[src/rtl/multicycle_cpu_core.sv]
// multicycle_cpu_core
//   Four-phase (IF/FD/EX/WB) CPU core with 16-bit instructions {op, ra, rb, rd}, a 16-entry
//   register file, carry/overflow flags, single-step support and an absorbing HALT state.
//
// Ports
//   clk         core clock, all state updates on the rising edge
//   reset       synchronous, active-low
//   step_mode   1 = one instruction per step pulse, 0 = free run
//   step        single-cycle pulse that launches the next fetch in step mode
//   imem_req    fetch request, held until imem_valid
//   imem_addr   fetch address (current pc)
//   imem_data   instruction word, qualified by imem_valid
//   imem_valid  fetch complete; may coincide with the first cycle of imem_req
//   dbg_addr    debug read index into the register file
//   dbg_data    combinational read of R[dbg_addr]
//   state       IF=0 FD=1 EX=2 WB=3 HALT=4
//   pc          program counter
//   opcode      IR[15:12]
//   w_reg       EX result register
//   cout, ovf   carry / signed-overflow flags
//   halted      high in HALT
//   instr_done  single-cycle pulse during WB
module multicycle_cpu_core #(
    parameter int unsigned DW   = 8,
    parameter int unsigned PC_W = 8
) (
    input  logic            clk,
    input  logic            reset,
    input  logic            step_mode,
    input  logic            step,
    output logic            imem_req,
    output logic [PC_W-1:0] imem_addr,
    input  logic [15:0]     imem_data,
    input  logic            imem_valid,
    input  logic [3:0]      dbg_addr,
    output logic [DW-1:0]   dbg_data,
    output logic [2:0]      state,
    output logic [PC_W-1:0] pc,
    output logic [3:0]      opcode,
    output logic [DW-1:0]   w_reg,
    output logic            cout,
    output logic            ovf,
    output logic            halted,
    output logic            instr_done
);

    typedef enum logic [2:0] {
        StIf   = 3'd0,
        StFd   = 3'd1,
        StEx   = 3'd2,
        StWb   = 3'd3,
        StHalt = 3'd4
    } state_e;

    localparam logic [3:0] OpNop  = 4'h0;
    localparam logic [3:0] OpAdd  = 4'h1;
    localparam logic [3:0] OpLdi  = 4'h2;
    localparam logic [3:0] OpSub  = 4'h3;
    localparam logic [3:0] OpAddi = 4'h4;
    localparam logic [3:0] OpDiv  = 4'h5;
    localparam logic [3:0] OpMul  = 4'h6;
    localparam logic [3:0] OpDec  = 4'h7;
    localparam logic [3:0] OpInc  = 4'h8;
    localparam logic [3:0] OpNor  = 4'h9;
    localparam logic [3:0] OpNand = 4'hA;
    localparam logic [3:0] OpXor  = 4'hB;
    localparam logic [3:0] OpNot  = 4'hC;
    localparam logic [3:0] OpBge  = 4'hD;
    localparam logic [3:0] OpJmp  = 4'hE;
    localparam logic [3:0] OpHalt = 4'hF;

    state_e          state_q, state_d;
    logic [PC_W-1:0] pc_q, pc_d;
    logic [15:0]     ir_q, ir_d;
    logic [DW-1:0]   a_q, a_d, b_q, b_d, w_q, w_d;
    logic            cout_q, cout_d, ovf_q, ovf_d;
    logic            step_seen_q, step_seen_d;
    logic [DW-1:0]   rf_q [16];
    logic            rf_we;

    logic [3:0] op, ra, rb, rd;
    assign op = ir_q[15:12];
    assign ra = ir_q[11:8];
    assign rb = ir_q[7:4];
    assign rd = ir_q[3:0];

    logic [DW-1:0] rb_ext, imm_ext;
    assign rb_ext  = DW'(rb);
    assign imm_ext = DW'(ir_q[11:4]);

    // Fetch is gated by the raw reset input so the request falls as soon as reset is held.
    assign imem_req = reset && (state_q == StIf) && (!step_mode || step_seen_q);

    // ALU: one extra bit on add/sub carries the carry/borrow out.
    logic [DW-1:0] alu_res;
    logic [DW:0]   alu_wide;
    logic          alu_cout, alu_ovf;

    always_comb begin
        alu_res  = '0;
        alu_wide = '0;
        alu_cout = cout_q;
        alu_ovf  = ovf_q;
        unique case (op)
            OpAdd: begin
                alu_wide = {1'b0, a_q} + {1'b0, b_q};
                alu_res  = alu_wide[DW-1:0];
                alu_cout = alu_wide[DW];
                alu_ovf  = (a_q[DW-1] == b_q[DW-1]) && (alu_res[DW-1] != a_q[DW-1]);
            end
            OpLdi: alu_res = imm_ext;
            OpSub: begin
                alu_wide = {1'b0, a_q} - {1'b0, b_q};
                alu_res  = alu_wide[DW-1:0];
                alu_cout = ~alu_wide[DW];
                alu_ovf  = (a_q[DW-1] != b_q[DW-1]) && (alu_res[DW-1] != a_q[DW-1]);
            end
            OpAddi: begin
                alu_wide = {1'b0, a_q} + {1'b0, rb_ext};
                alu_res  = alu_wide[DW-1:0];
                alu_cout = alu_wide[DW];
                alu_ovf  = (a_q[DW-1] == rb_ext[DW-1]) && (alu_res[DW-1] != a_q[DW-1]);
            end
            OpDiv: alu_res = (b_q == '0) ? '1 : a_q / b_q;
            OpMul: alu_res = a_q * b_q;
            OpDec: begin
                alu_wide = {1'b0, b_q} - (DW+1)'(1);
                alu_res  = alu_wide[DW-1:0];
                alu_cout = ~alu_wide[DW];
                alu_ovf  = b_q[DW-1] && !alu_res[DW-1];
            end
            OpInc: begin
                alu_wide = {1'b0, b_q} + (DW+1)'(1);
                alu_res  = alu_wide[DW-1:0];
                alu_cout = alu_wide[DW];
                alu_ovf  = !b_q[DW-1] && alu_res[DW-1];
            end
            OpNor:  alu_res = ~(a_q | b_q);
            OpNand: alu_res = ~(a_q & b_q);
            OpXor:  alu_res = a_q ^ b_q;
            OpNot:  alu_res = ~b_q;
            OpNop, OpBge, OpJmp, OpHalt: alu_res = '0;
        endcase
    end

    always_comb begin
        state_d     = state_q;
        pc_d        = pc_q;
        ir_d        = ir_q;
        a_d         = a_q;
        b_d         = b_q;
        w_d         = w_q;
        cout_d      = cout_q;
        ovf_d       = ovf_q;
        step_seen_d = step_seen_q;
        rf_we       = 1'b0;
        unique case (state_q)
            StIf: begin
                if (!imem_req && step) begin
                    step_seen_d = 1'b1;
                end
                if (imem_req && imem_valid) begin
                    ir_d        = imem_data;
                    step_seen_d = 1'b0;
                    state_d     = StFd;
                end
            end
            StFd: begin
                a_d     = rf_q[ra];
                b_d     = rf_q[rb];
                state_d = StEx;
            end
            StEx: begin
                w_d     = alu_res;
                cout_d  = alu_cout;
                ovf_d   = alu_ovf;
                state_d = StWb;
            end
            StWb: begin
                rf_we   = (op >= OpAdd) && (op <= OpNot);
                state_d = StIf;
                if (op == OpBge) begin
                    pc_d = (a_q >= b_q) ? pc_q + PC_W'(rd) : pc_q + PC_W'(1);
                end else if (op == OpJmp) begin
                    pc_d = PC_W'(ir_q[11:4]);
                end else if (op == OpHalt) begin
                    state_d = StHalt;
                end else begin
                    pc_d = pc_q + PC_W'(1);
                end
            end
            StHalt: ;
            default: state_d = StIf;
        endcase
    end

    always_ff @(posedge clk) begin
        if (!reset) begin
            state_q     <= StIf;
            pc_q        <= '0;
            ir_q        <= '0;
            a_q         <= '0;
            b_q         <= '0;
            w_q         <= '0;
            cout_q      <= 1'b0;
            ovf_q       <= 1'b0;
            step_seen_q <= 1'b0;
            for (int i = 0; i < 16; i++) begin
                rf_q[i] <= '0;
            end
        end else begin
            state_q     <= state_d;
            pc_q        <= pc_d;
            ir_q        <= ir_d;
            a_q         <= a_d;
            b_q         <= b_d;
            w_q         <= w_d;
            cout_q      <= cout_d;
            ovf_q       <= ovf_d;
            step_seen_q <= step_seen_d;
            if (rf_we) begin
                rf_q[rd] <= w_q;
            end
        end
    end

    assign imem_addr  = pc_q;
    assign dbg_data   = rf_q[dbg_addr];
    assign state      = state_q;
    assign pc         = pc_q;
    assign opcode     = op;
    assign w_reg      = w_q;
    assign cout       = cout_q;
    assign ovf        = ovf_q;
    assign halted     = (state_q == StHalt);
    assign instr_done = (state_q == StWb);

endmodule

[config.mk]
export PLATFORM = sky130hd
export DESIGN_NAME = multicycle_cpu_core
export DESIGN_NICKNAME = d
export VERILOG_FILES = /design/src/rtl/multicycle_cpu_core.sv
export SDC_FILE = /design/constraint.sdc
export NUM_CORES = 1
export LEC_CHECK = 0
export ABC_AREA = 1
export CORE_AREA = 2 2 212 214
export CTS_CLUSTER_SIZE = 40
export DETAILED_ROUTE_END_ITERATION = 10
export DIE_AREA = 0 0 214 216
export HOLD_SLACK_MARGIN = 0.02
export SLEW_MARGIN = 20
export SYNTH_ARGS = -nofsm -noshare
export SYNTH_HDL_FRONTEND = slang
export SYNTH_SLANG_ARGS = --single-unit
[constraint.sdc]
create_clock -name clk -period 14.8 [get_ports clk]
set_input_delay 2.96 -clock clk [delete_from_list [all_inputs] [get_ports clk]]
set_output_delay 2.96 -clock clk [all_outputs]
set_load 0.02 [all_outputs]
==> flow_metrics.tcl, run 1 <==
set metrics [dict create \
    cts_tree "built" \
    worstReg2RegEnd "w_reg[0]" \
    grt-ovfl-total 0 \
    vias 15336 \
    yosysWarnings 0 \
    reg2reg_from "b_q[0]" \
    synth_flop_cell "edfxtp_1" \
    synth_area_leader_cell "edfxtp_1" \
    clock.fmax_mhz 99.0 \
    vias_per_cell 5.59 \
    syn-num-nets 2297 \
    htreeDepth 4 \
    min_to "step_seen_q" \
    firstDrtPassIters 6 \
    rows 77 \
    worstRegToRegCells 66 \
    hp-class "flop to flop" \
    start_util 0.347 \
    synth_top_area_share 0.252 \
    synth_area_per_cell_um2 7.05 \
    cts_made_buffers 17 \
    io-pin-count 69 \
    post-route-min-period_ns 10.11 \
    postCtsSetupBuffers 0 \
    setup_viol 0 \
    clock-root-buffer "clkbuf_16" \
    ant_nets 0 \
    synth_edf_count 128 \
    whs_path_depth 2 \
    syn-cell-area_mm2 0.0152 \
    insertion_delay_ns 0.44 \
    ys_types 55 \
    hpwl_mm 40.0 \
    drcViolationCount 0 \
    grtUsageTotal 0.236 \
    die_w_um 214 \
    finalCritPeriodShare 0.683 \
    cp-end-kind "flop" \
    antenna_found_initial 0 \
    ctsResizeCount 0 \
    crit_slowest_cell "dfxtp_1" \
    place_congestion 0.934 \
    grt_pass1_vias 14319 \
    diodes 0 \
    synthSimpleGateAreaFrac 0.228 \
    rsz0062_at_grt "no" \
    fin_skew_ns 0.0110 \
    path_buf_inv 10 \
    crit_family "simple AND/OR/NAND/NOR gates" \
    drv_slew 0 \
    ctsHoldBuffers 0 \
    finalHoldViolCount 0 \
    reg.largest.list "rf_q x128, ir_q x16" \
    largest_reg_flops 128 \
    cp.required_ns 15.11 \
    synth_top_family_by_area "simple AND/OR/NAND/NOR gates" \
    coreArea_mm2 0.0438 \
    synth_compound_area_frac 0.228 \
    tightest_slew_ns 0.977 \
    seq_area_frac_synth 0.323 \
    worstHoldStart "step_seen_q" \
    fin_tns_setup_ns 0 \
    top_register "rf_q" \
    cts.clk_slew.worst_paths_ns 0.07 \
    area.growth.synth_to_final_pct 10.3 \
    clock-sinks 182 \
    final_common_cell "nand2_1" \
    path_class "flop to flop" \
    arrival_ns 10.41 \
    synth.mux.area_fraction 0.000657 \
    r2r_slack_ns 4.69 \
    critPathMaxFanout 17 \
    synth_adder_area_share 0.0991 \
    finalNetCount 2275 \
    grt_pass1_wl_mm 84.7 \
    status "complete, no violations" \
    fill_cells 4577 \
    layout-drive-gt1-share 0.0469 \
    grt_max_degree 89 \
    start_kind "flop" \
    cpPeakStageDelay_ns 0.72 \
    worst_path_most_repeated_cell "nand2_1" \
    wl_per_cell_um 20.3 \
    synth_async_sr_flop_share 0 \
    cts_max_path_buffers 2 \
    die_h_um 216 \
    port-buffer-count 68 \
    dieArea_mm2 0.0462 \
    slew_headroom 0.347 \
    synth_xor_xnor_area_share 0.0201 \
    synth-seq-cells 182 \
    layout_common_cells "nand2_1, o21ai_0, inv_1" \
    synth_area_leaders "edfxtp_1, nand2_1, o21ai_0" \
    totalWireLength_mm 55.8 \
    syn_inst 2161 \
    drv_cap 0 \
    drtIter0Drc 1681 \
]
[worst max-delay path by stage]
stage,startpoint,end,depth (start not counted),slack (ns)
after detailed placement,b_q[0],w_reg[0],65,4.85
after global placement,b_q[0],w_reg[0],65,5.31
after global routing,b_q[0],w_reg[0],67,3.62
after floorplan,b_q[0],w_reg[0],69,6.25
final,b_q[0],w_reg[0],66,4.69
after CTS,b_q[0],w_reg[0],65,4.81
[routing by layer]
layer | track usage | vias to the layer above | share of wire
met2 | 0.394 | 712 | 0.47
met3 | 0.0286 | 112 | 0.071
met4 | 0.0972 | 0 | 0.037
met1 | 0.309 | 7244 | 0.42
met5 | 0 | - | 0
li1 | - | 7268 | -
[per-stage QoR]
stage,instances,instance area [um^2],utilization,setup WS (ns),hold WS (ns)
after floorplan,2161,15200,-,6.25,0.427
after global placement,2712,16200,0.370,5.31,0.444
after detailed placement,2712,16200,0.370,4.85,0.450
after CTS,2744,16800,0.383,4.81,0.461
after global routing,2744,16800,0.383,3.62,0.486
final,2744,16800,0.383,4.69,0.462
[cell type report]
cell class | count | area, um^2 | area share
inverter | 256 | 963 | 0.0573
sequential | 182 | 4930 | 0.294
clock buffer | 19 | 433 | 0.0258
timing repair buffer | 86 | 803 | 0.0478
multi-input combinational | 1596 | 8780 | 0.523
clock inverter | 13 | 146 | 0.00871
tap | 592 | 741 | 0.0441
[tightest hold or removal path, cell delays in order, from the launching register on]
cell	delay, ns
dfxtp_1	0.30
inv_1	0.06
a21oi_1	0.06
[synthesized netlist by cell type, drive strengths merged (21+ instances only)]
master,instances
a21oi,210
a31oi,25
buf,40
clkbuf,87
dfxtp,54
edfxtp,128
ha,95
inv,247
nand2,401
nand3,130
nor2,238
nor3,21
o211ai,57
o21ai,283
xor2,26
[cells by family after synthesis]
family	after synthesis
simple gates	822
flops	182
buf+inv	383
xor+xnor	35
compound gates	627
mux	1
fa+ha+maj	111
Power of run 1 is not shown: default switching activity piles up to over one toggle a cycle in this logic, so the estimate is an artifact.
==> inputs of run 2 (changes only) <==
Clock period 14.8 ns to 8.7 ns, I/O delays scaled along.
==> run 2 against run 1 <==
Clock skew rose by 0.0029 ns. Sequential share of layout area fell by 0.90 points. Via count rose by 0.87%. Global-route usage fell by 0.19 points. Count of clock-buffer cells in the layout did not move. Routed wire length rose by 0.20%. Die area did not move. Cell count rose by 0.80%. Worst setup slack got worse by 4.2 ns. First-iteration DRC count rose by 18%. Fmax rose by 24%. Critical path type unchanged. Critical endpoint unchanged.
==> flow_metrics.tcl, run 2 (same netlist as run 1, synthesis figures left out) <==
set metrics [dict create \
    status "complete, no violations" \
    ant_nets 0 \
    worst_path_most_repeated_cell "nand2_1" \
    hp-class "flop to flop" \
    top_register "rf_q" \
    layout-drive-gt1-share 0.0869 \
    drv_slew 0 \
    wl_per_cell_um 20.2 \
    cts_made_buffers 17 \
    post-route-min-period_ns 8.17 \
    grt_max_degree 98 \
    largest_reg_flops 128 \
    die_w_um 214 \
    vias_per_cell 5.59 \
    whs_path_depth 2 \
    finalCritPeriodShare 0.940 \
    path_class "flop to flop" \
    place_congestion 0.949 \
    cp-end-kind "flop" \
    tightest_slew_ns 1.04 \
    cpPeakStageDelay_ns 0.33 \
    cp.required_ns 9.01 \
    area.growth.synth_to_final_pct 13.9 \
    grtUsageTotal 0.234 \
    fin_tns_setup_ns 0 \
    hpwl_mm 40.0 \
    setup_viol 0 \
    arrival_ns 8.48 \
    slew_headroom 0.307 \
    drv_cap 0 \
    antenna_found_initial 0 \
    finalNetCount 2297 \
    port-buffer-count 68 \
    diodes 0 \
    final_common_cell "nand2_1" \
    clock-sinks 182 \
    rows 77 \
    grt_pass1_vias 14238 \
    drtIter0Drc 1988 \
    firstDrtPassIters 6 \
    cts_tree "built" \
    grt-ovfl-total 0 \
    crit_slowest_cell "dfxtp_2" \
    die_h_um 216 \
    ctsHoldBuffers 0 \
    vias 15469 \
    cts.clk_slew.worst_paths_ns 0.08 \
    totalWireLength_mm 55.9 \
    critPathMaxFanout 7 \
    clock-root-buffer "clkbuf_16" \
    layout_common_cells "nand2_1, o21ai_0, inv_1" \
    fin_skew_ns 0.0140 \
    clock.fmax_mhz 122 \
    insertion_delay_ns 0.44 \
    finalHoldViolCount 0 \
    reg.largest.list "rf_q x128, ir_q x16" \
    start_util 0.347 \
    drcViolationCount 0 \
    io-pin-count 69 \
    htreeDepth 4 \
    dieArea_mm2 0.0462 \
    coreArea_mm2 0.0438 \
    grt_pass1_wl_mm 84.8 \
    start_kind "flop" \
    worstRegToRegCells 69 \
    cts_max_path_buffers 2 \
]
[run 2: timing repair]
item	4_1_cts	5_1_grt
cloned	0	1
buffers inserted	1	4
pin swaps	2	22
endpoints found under the setup margin	1	1
gates resized for setup	11	74
[run 2: worst paths after layout]
check / slack (ns) / endpoint / from
worst min register to register: 0.46 / step_seen_q / step_seen_q
worst max-delay path: 0.53 / w_reg[0] / b_q[0]
worst max register to register: 0.53 / w_reg[0] / b_q[0]
worst min-delay path: 0.46 / step_seen_q / step_seen_q
[run 2: area by class of cell]
| class | instances | area (um^2) |
|---|---|---|
| fill | 4581 | 26500 |
| multi-input combinational | 1596 | 9140 |
| sequential | 182 | 4930 |
| inverter | 256 | 977 |
| timing repair buffer | 107 | 965 |
| tap | 592 | 741 |
| clock buffer | 19 | 454 |
| clock inverter | 13 | 120 |
| timing repair inverter | 1 | 7.51 |
[run 2: critical path: cells and delay by family (launching register included)]
family	cells	cell delay [ns]
AND/OR/NAND/NOR	46	4.01
adder cells (fa/ha/maj)	8	2.14
AO/OA/AOI/OAI	10	1.09
buffers and inverters	5	0.46
flip-flops	1	0.33
[run 2: through the flow]
step           setup slack (ns)  utilization  std cells  cell area (um^2)  hold WS [ns]
3_5_place_dp             -0.207        0.373       2728             16300         0.450
4_1_cts                  0.0155        0.387       2761             17000         0.461
3_3_place_gp              0.182        0.373       2728             16300         0.444
2_1_floorplan             0.150            -       2161             15200         0.427
6_report                  0.526        0.396       2766             17300         0.461
5_1_grt                  -0.112        0.396       2766             17300         0.481
[run 2: per-layer routing]
layer	GRT usage	wire length [um]
met2	0.379	25800
met4	0.0972	2060
met1	0.314	24200
met3	0.0304	3880
met5	0	0
Power of run 2 is left out for the same reason.
==> inputs of run 3 (changes only) <==
Settings changed: SKIP_CTS_REPAIR_TIMING from default to 1.
==> run 3 against run 2 <==
Core utilization is essentially flat. Non-clock buffer count down 1. Register-to-register slack got worse by 0.03 ns. Fmax fell by 0.35%. Critical path depth decreased by 1. Via count increased by 1.1%. Cell count about the same. Die area unchanged. Routed wire length grew 0.15%. Critical path type unchanged. Critical endpoint unchanged.
==> flow_metrics.tcl, run 3 (same netlist as run 1, synthesis figures left out) <==
set metrics [dict create \
    clock-root-buffer "clkbuf_16" \
    cts_made_buffers 17 \
    finalCritPeriodShare 0.943 \
    drcViolationCount 0 \
    clock.fmax_mhz 122 \
    grt-ovfl-total 0 \
    grtUsageTotal 0.234 \
    critPathMaxFanout 6 \
    area.growth.synth_to_final_pct 13.9 \
    place_congestion 0.949 \
    fin_skew_ns 0.0131 \
    placedInstanceArea_mm2 0.0163 \
    vias 15637 \
    arrival_ns 8.51 \
    status "complete, no violations" \
    dieArea_mm2 0.0462 \
    die_h_um 216 \
    htreeDepth 4 \
    slew_headroom 0.292 \
    grt_pass1_wl_mm 84.7 \
    hp-class "flop to flop" \
    worst_path_most_repeated_cell "nand2_1" \
    drv_cap 0 \
    cts_max_path_buffers 2 \
    finalNetCount 2296 \
    insertion_delay_ns 0.44 \
    cpPeakStageDelay_ns 0.33 \
    final_common_cell "nand2_1" \
    pre_cts_ws_ns -0.207 \
    layout_common_cells "nand2_1, o21ai_0, inv_1" \
    setup_viol 0 \
    cp-end-kind "flop" \
    ant_nets 0 \
    largest_reg_flops 128 \
    post-route-min-period_ns 8.20 \
    grt_pass1_vias 14183 \
    clock-sinks 182 \
    drv_slew 0 \
    fin_tns_setup_ns 0 \
    antenna_found_initial 0 \
    start_util 0.347 \
    fin_ws_ns 0.498 \
    cts.clk_slew.worst_paths_ns 0.08 \
    drtIter0Drc 1948 \
    fin_area_mm2 0.0173 \
    finalHoldViolCount 0 \
    top_register "rf_q" \
    coreArea_mm2 0.0438 \
    firstDrtPassIters 5 \
    die_w_um 214 \
    crit_slowest_cell "dfxtp_2" \
    layout-drive-gt1-share 0.0879 \
    path_class "flop to flop" \
    wl_per_cell_um 20.3 \
    hpwl_mm 40.0 \
    tightest_slew_ns 1.06 \
    cts_tree "built" \
    diodes 0 \
    io-pin-count 69 \
    port-buffer-count 68 \
    totalWireLength_mm 56.0 \
    grt_max_degree 98 \
    start_kind "flop" \
    vias_per_cell 5.66 \
    cp.required_ns 9.01 \
    rows 77 \
    reg.largest.list "rf_q x128, ir_q x16" \
]
run 3: stage by stage:
stage          instances  hold WS (ns)  utilization
2_1_floorplan       2161         0.427            -
3_3_place_gp        2728         0.444        0.373
3_5_place_dp        2728         0.450        0.373
4_1_cts             2760         0.461        0.386
5_1_grt             2765         0.481        0.396
6_report            2765         0.461        0.396
run 3: worst paths after layout:
check	start	end	slack, ns	depth (start not counted)
setup / recovery	b_q[0]	w_reg[0]	0.50	68
hold / removal	step_seen_q	step_seen_q	0.46	2
setup reg to reg	b_q[0]	w_reg[0]	0.50	68
hold reg to reg	step_seen_q	step_seen_q	0.46	2
run 3: area by class of cell:
type,count,area (um^2)
Fill cell,4568,26500
Multi-Input combinational cell,1596,9160
Sequential cell,182,4930
Inverter,256,975
Timing Repair Buffer,106,957
Tap cell,592,741
Clock buffer,19,454
Clock inverter,13,120
Timing Repair inverter,1,7.51
run 3: critical path, delay by kind of cell, from the launching register on:
family | cells | cell delay [ns]
AO/OA/AOI/OAI | 13 | 1.46
adder cells (fa/ha/maj) | 8 | 2.11
buffers and inverters | 8 | 0.66
XOR/XNOR | 1 | 0.16
AND/OR/NAND/NOR | 38 | 3.31
flip-flops | 1 | 0.33
run 3: routing by layer:
layer,vias to the layer above,global-route usage,wire [um]
li1,7322,-,-
met1,7447,0.315,24200
met2,736,0.378,25600
met3,132,0.0297,4010
met4,0,0.0956,2230
met5,-,0,0
Power of run 3 is left out for the same reason.
==> RTL change, RTL diff (settings of run 2) <==
`PC_W`: 8 -> 12.
--- a/src/rtl/multicycle_cpu_core.sv
+++ b/src/rtl/multicycle_cpu_core.sv
@@ -22,7 +22,7 @@
 //   instr_done  single-cycle pulse during WB
 module multicycle_cpu_core #(
     parameter int unsigned DW   = 8,
-    parameter int unsigned PC_W = 8
+    parameter int unsigned PC_W = 12
 ) (
     input  logic            clk,
     input  logic            reset,
Interface: changed (resized imem_addr and pc); port bits go from 69 to 77. No check against the original RTL was run, so the function may have changed too.
==> RTL change against run 2 <==
Synthesized area grew 4.5%; setup slack got worse by 250 ps; cell area is 6.4% higher; first-iteration DRC count is 0.65% lower; clock skew increased by 3.8 ps; wire length up 9.6%; sequential cell count grew 4; cell count increased by 5.4%.
Power is not shown: default switching activity piles up to over one toggle a cycle in this logic, so the estimate is an artifact.
==> RTL change: results (changes against run 2) <==
| Metric | Value |
|---|---|
| Crit path DAT | 8810 ps (+330 ps) |
| Skew-Pair Late Insertion Delay | 460 ps (+20 ps) |
| Post-Synth XOR/XNOR Area | 1.98% (-0.032 points) |
| Initial DRC count | 1975 (-0.65%) |
| First-pass GRT wire length | 91800 um (+8.2%) |
| Clock root cell | clkbuf_16 |
| Area grow syn2layout | 15.9% |
| Number of global-route vias before repair | 15000 (+5.3%) |
| ANT nets after route | 0 (unchanged) |
| Max reg flops | 128 (unchanged) |
| CTS clk-pin slew, worst paths | 80 ps (about the same) |
| Ys async rst share | 0% (unchanged) |
| Fillers | 4522 (-1.3%) |
| Adder-Cell Fraction of Synth Area | 9.40% (-0.51 points) |
| CTS Buffer Depth | 2 (unchanged) |
| Layout Skew | 17.8 ps (+3.82 ps) |
| Sequential share of the synthesized area | 31.4% (-0.90 points) |
| Largest net degree at the start of global routing | 92 (-6.1%) |
| Synthesized Nets | 2428 (+5.7%) |
| Synth cell count leaders | 421 x nand2_1, 318 x o21ai_0, 270 x inv_1 |
| Outcome | complete, no violations |
| Portion of netlist area occupied by mux cells | 0% (-0.066 points) |
| Reg with most FFs | rf_q |
| Max Fanout on Critical Path | 8 (+1) |
| WL final | 61300 um (+9.6%) |
| Total GRT Usage | 25.7% (+2.3 points) |
| Vias per inst | 5.64 (+0.82%) |
| GP Congestion | 0.963 (+1.5%) |
| Synth top area cells | edfxtp_1 24%, o21ai_0 10%, nand2_1 9.9% |
| HPWL after detailed placement | 43400 um (+8.6%) |
| Critical path's top delay family | simple AND/OR/NAND/NOR gates |
| Min-delay worst type | reg2reg |
| Placed inst area | 17100 um^2 (+4.5%) |
| Initial antenna violation count | 0 (unchanged) |
| # H-tree levels | 4 (unchanged) |
| Synth Flop Type | edfxtp_1 |
| Port-buffer cells | 76 (+12%) |
| Netlist cell types | 55 (unchanged) |
| Slowest CP cell | dfxtp_2 |
| ANT cells | 0 (unchanged) |
| Layout cells sized above 1 | 11.2% (+2.5 points) |
| Setup WS pre-CTS | -324 ps (-117 ps) |
| Compound-cell area share of the yosys netlist | 22.5% (-0.37 points) |
| Slew @ Worst Pin | 1140 ps (+102 ps) |
| Max incr delay on CP | 330 ps (about the same) |
| Post-synth EDFFs | 128 (unchanged) |
| Cts bufs inserted | 17 (unchanged) |
| Router iterations before antenna repair | 6 (unchanged) |
| Synth Warn # | 0 (unchanged) |
## RTL change: changes by cell type in the layout (fill, tap and decap cells not counted), moves of 15 or more
cell / change
o211ai_1: -18
o21ai_0: +42
a31oi_1: -18
inv_1: +19
nand2_1: +17
nor2_1: +23
buf_4: +15
a211oi_1: +19
nand2_4: +20
## RTL change: tightest hold or removal path: cells and delay by family, from the launching register on
family,cells,cell delay (ps)
buffers and inverters,1,60
AO/OA/AOI/OAI,1,70
flip-flops,1,300
## RTL change: what timing repair did
item                                    4_1_cts  5_1_grt
endpoints found under the setup margin        1        2
gates resized for setup                      10      138
gates cloned                                  0        1
pin swaps                                     1       73
buffers inserted                              0       19
hold endpoints to repair                      0        0
## RTL change: layer usage
metal	GRT usage, %	share of wire (%)	vias to the layer above
met1	35.7	43	7801
met3	2.99	7.9	107
met2	41.3	46	790
met5	0	0	-
met4	8.83	3.1	0
li1	-	-	7732
## RTL change: stage by stage
| step | util, % | TNS (ps) | cells |
|---|---|---|---|
| final | 42.1 | 0 | 2914 |
| after floorplan | - | 0 | 2293 |
| after detailed placement | 39.0 | -324 | 2862 |
| after global routing | 42.1 | -257 | 2914 |
| after CTS | 40.4 | 0 | 2894 |
| after global placement | 39.0 | 0 | 2862 |
## RTL change: worst paths after layout
kind	startpoint	endpoint	slack, ps	cells after the start
worst max register to register	b_q[0]$_SDFFE_PN0P_	w_reg[0]$_SDFFE_PN0P_	270	64
worst min-delay path	step_seen_q$_SDFFE_PN0P_	step_seen_q$_SDFFE_PN0P_	480	2
worst max-delay path	b_q[0]$_SDFFE_PN0P_	w_reg[0]$_SDFFE_PN0P_	270	64
worst min register to register	step_seen_q$_SDFFE_PN0P_	step_seen_q$_SDFFE_PN0P_	480	2
## RTL change: cell type report
type                       instances  area share [%]
tap                              592            4.01
clock inverter                    12           0.875
timing repair inverter             1          0.0339
inverter                         283            5.88
timing repair buffer             130            6.27
sequential                       186            27.2
clock buffer                      20            2.37
multi-input combinational       1690            53.4
## RTL change: cells by family (layout without fill, tap and decap cells)
logic type,after synthesis,after routing
AOI/OAI and AO/OA,650,650
xor gates and xnor gates,36,36
DFF,186,186
adders and majority gates,110,110
and+or+nand+nor,894,894
buffers and inverters,417,446
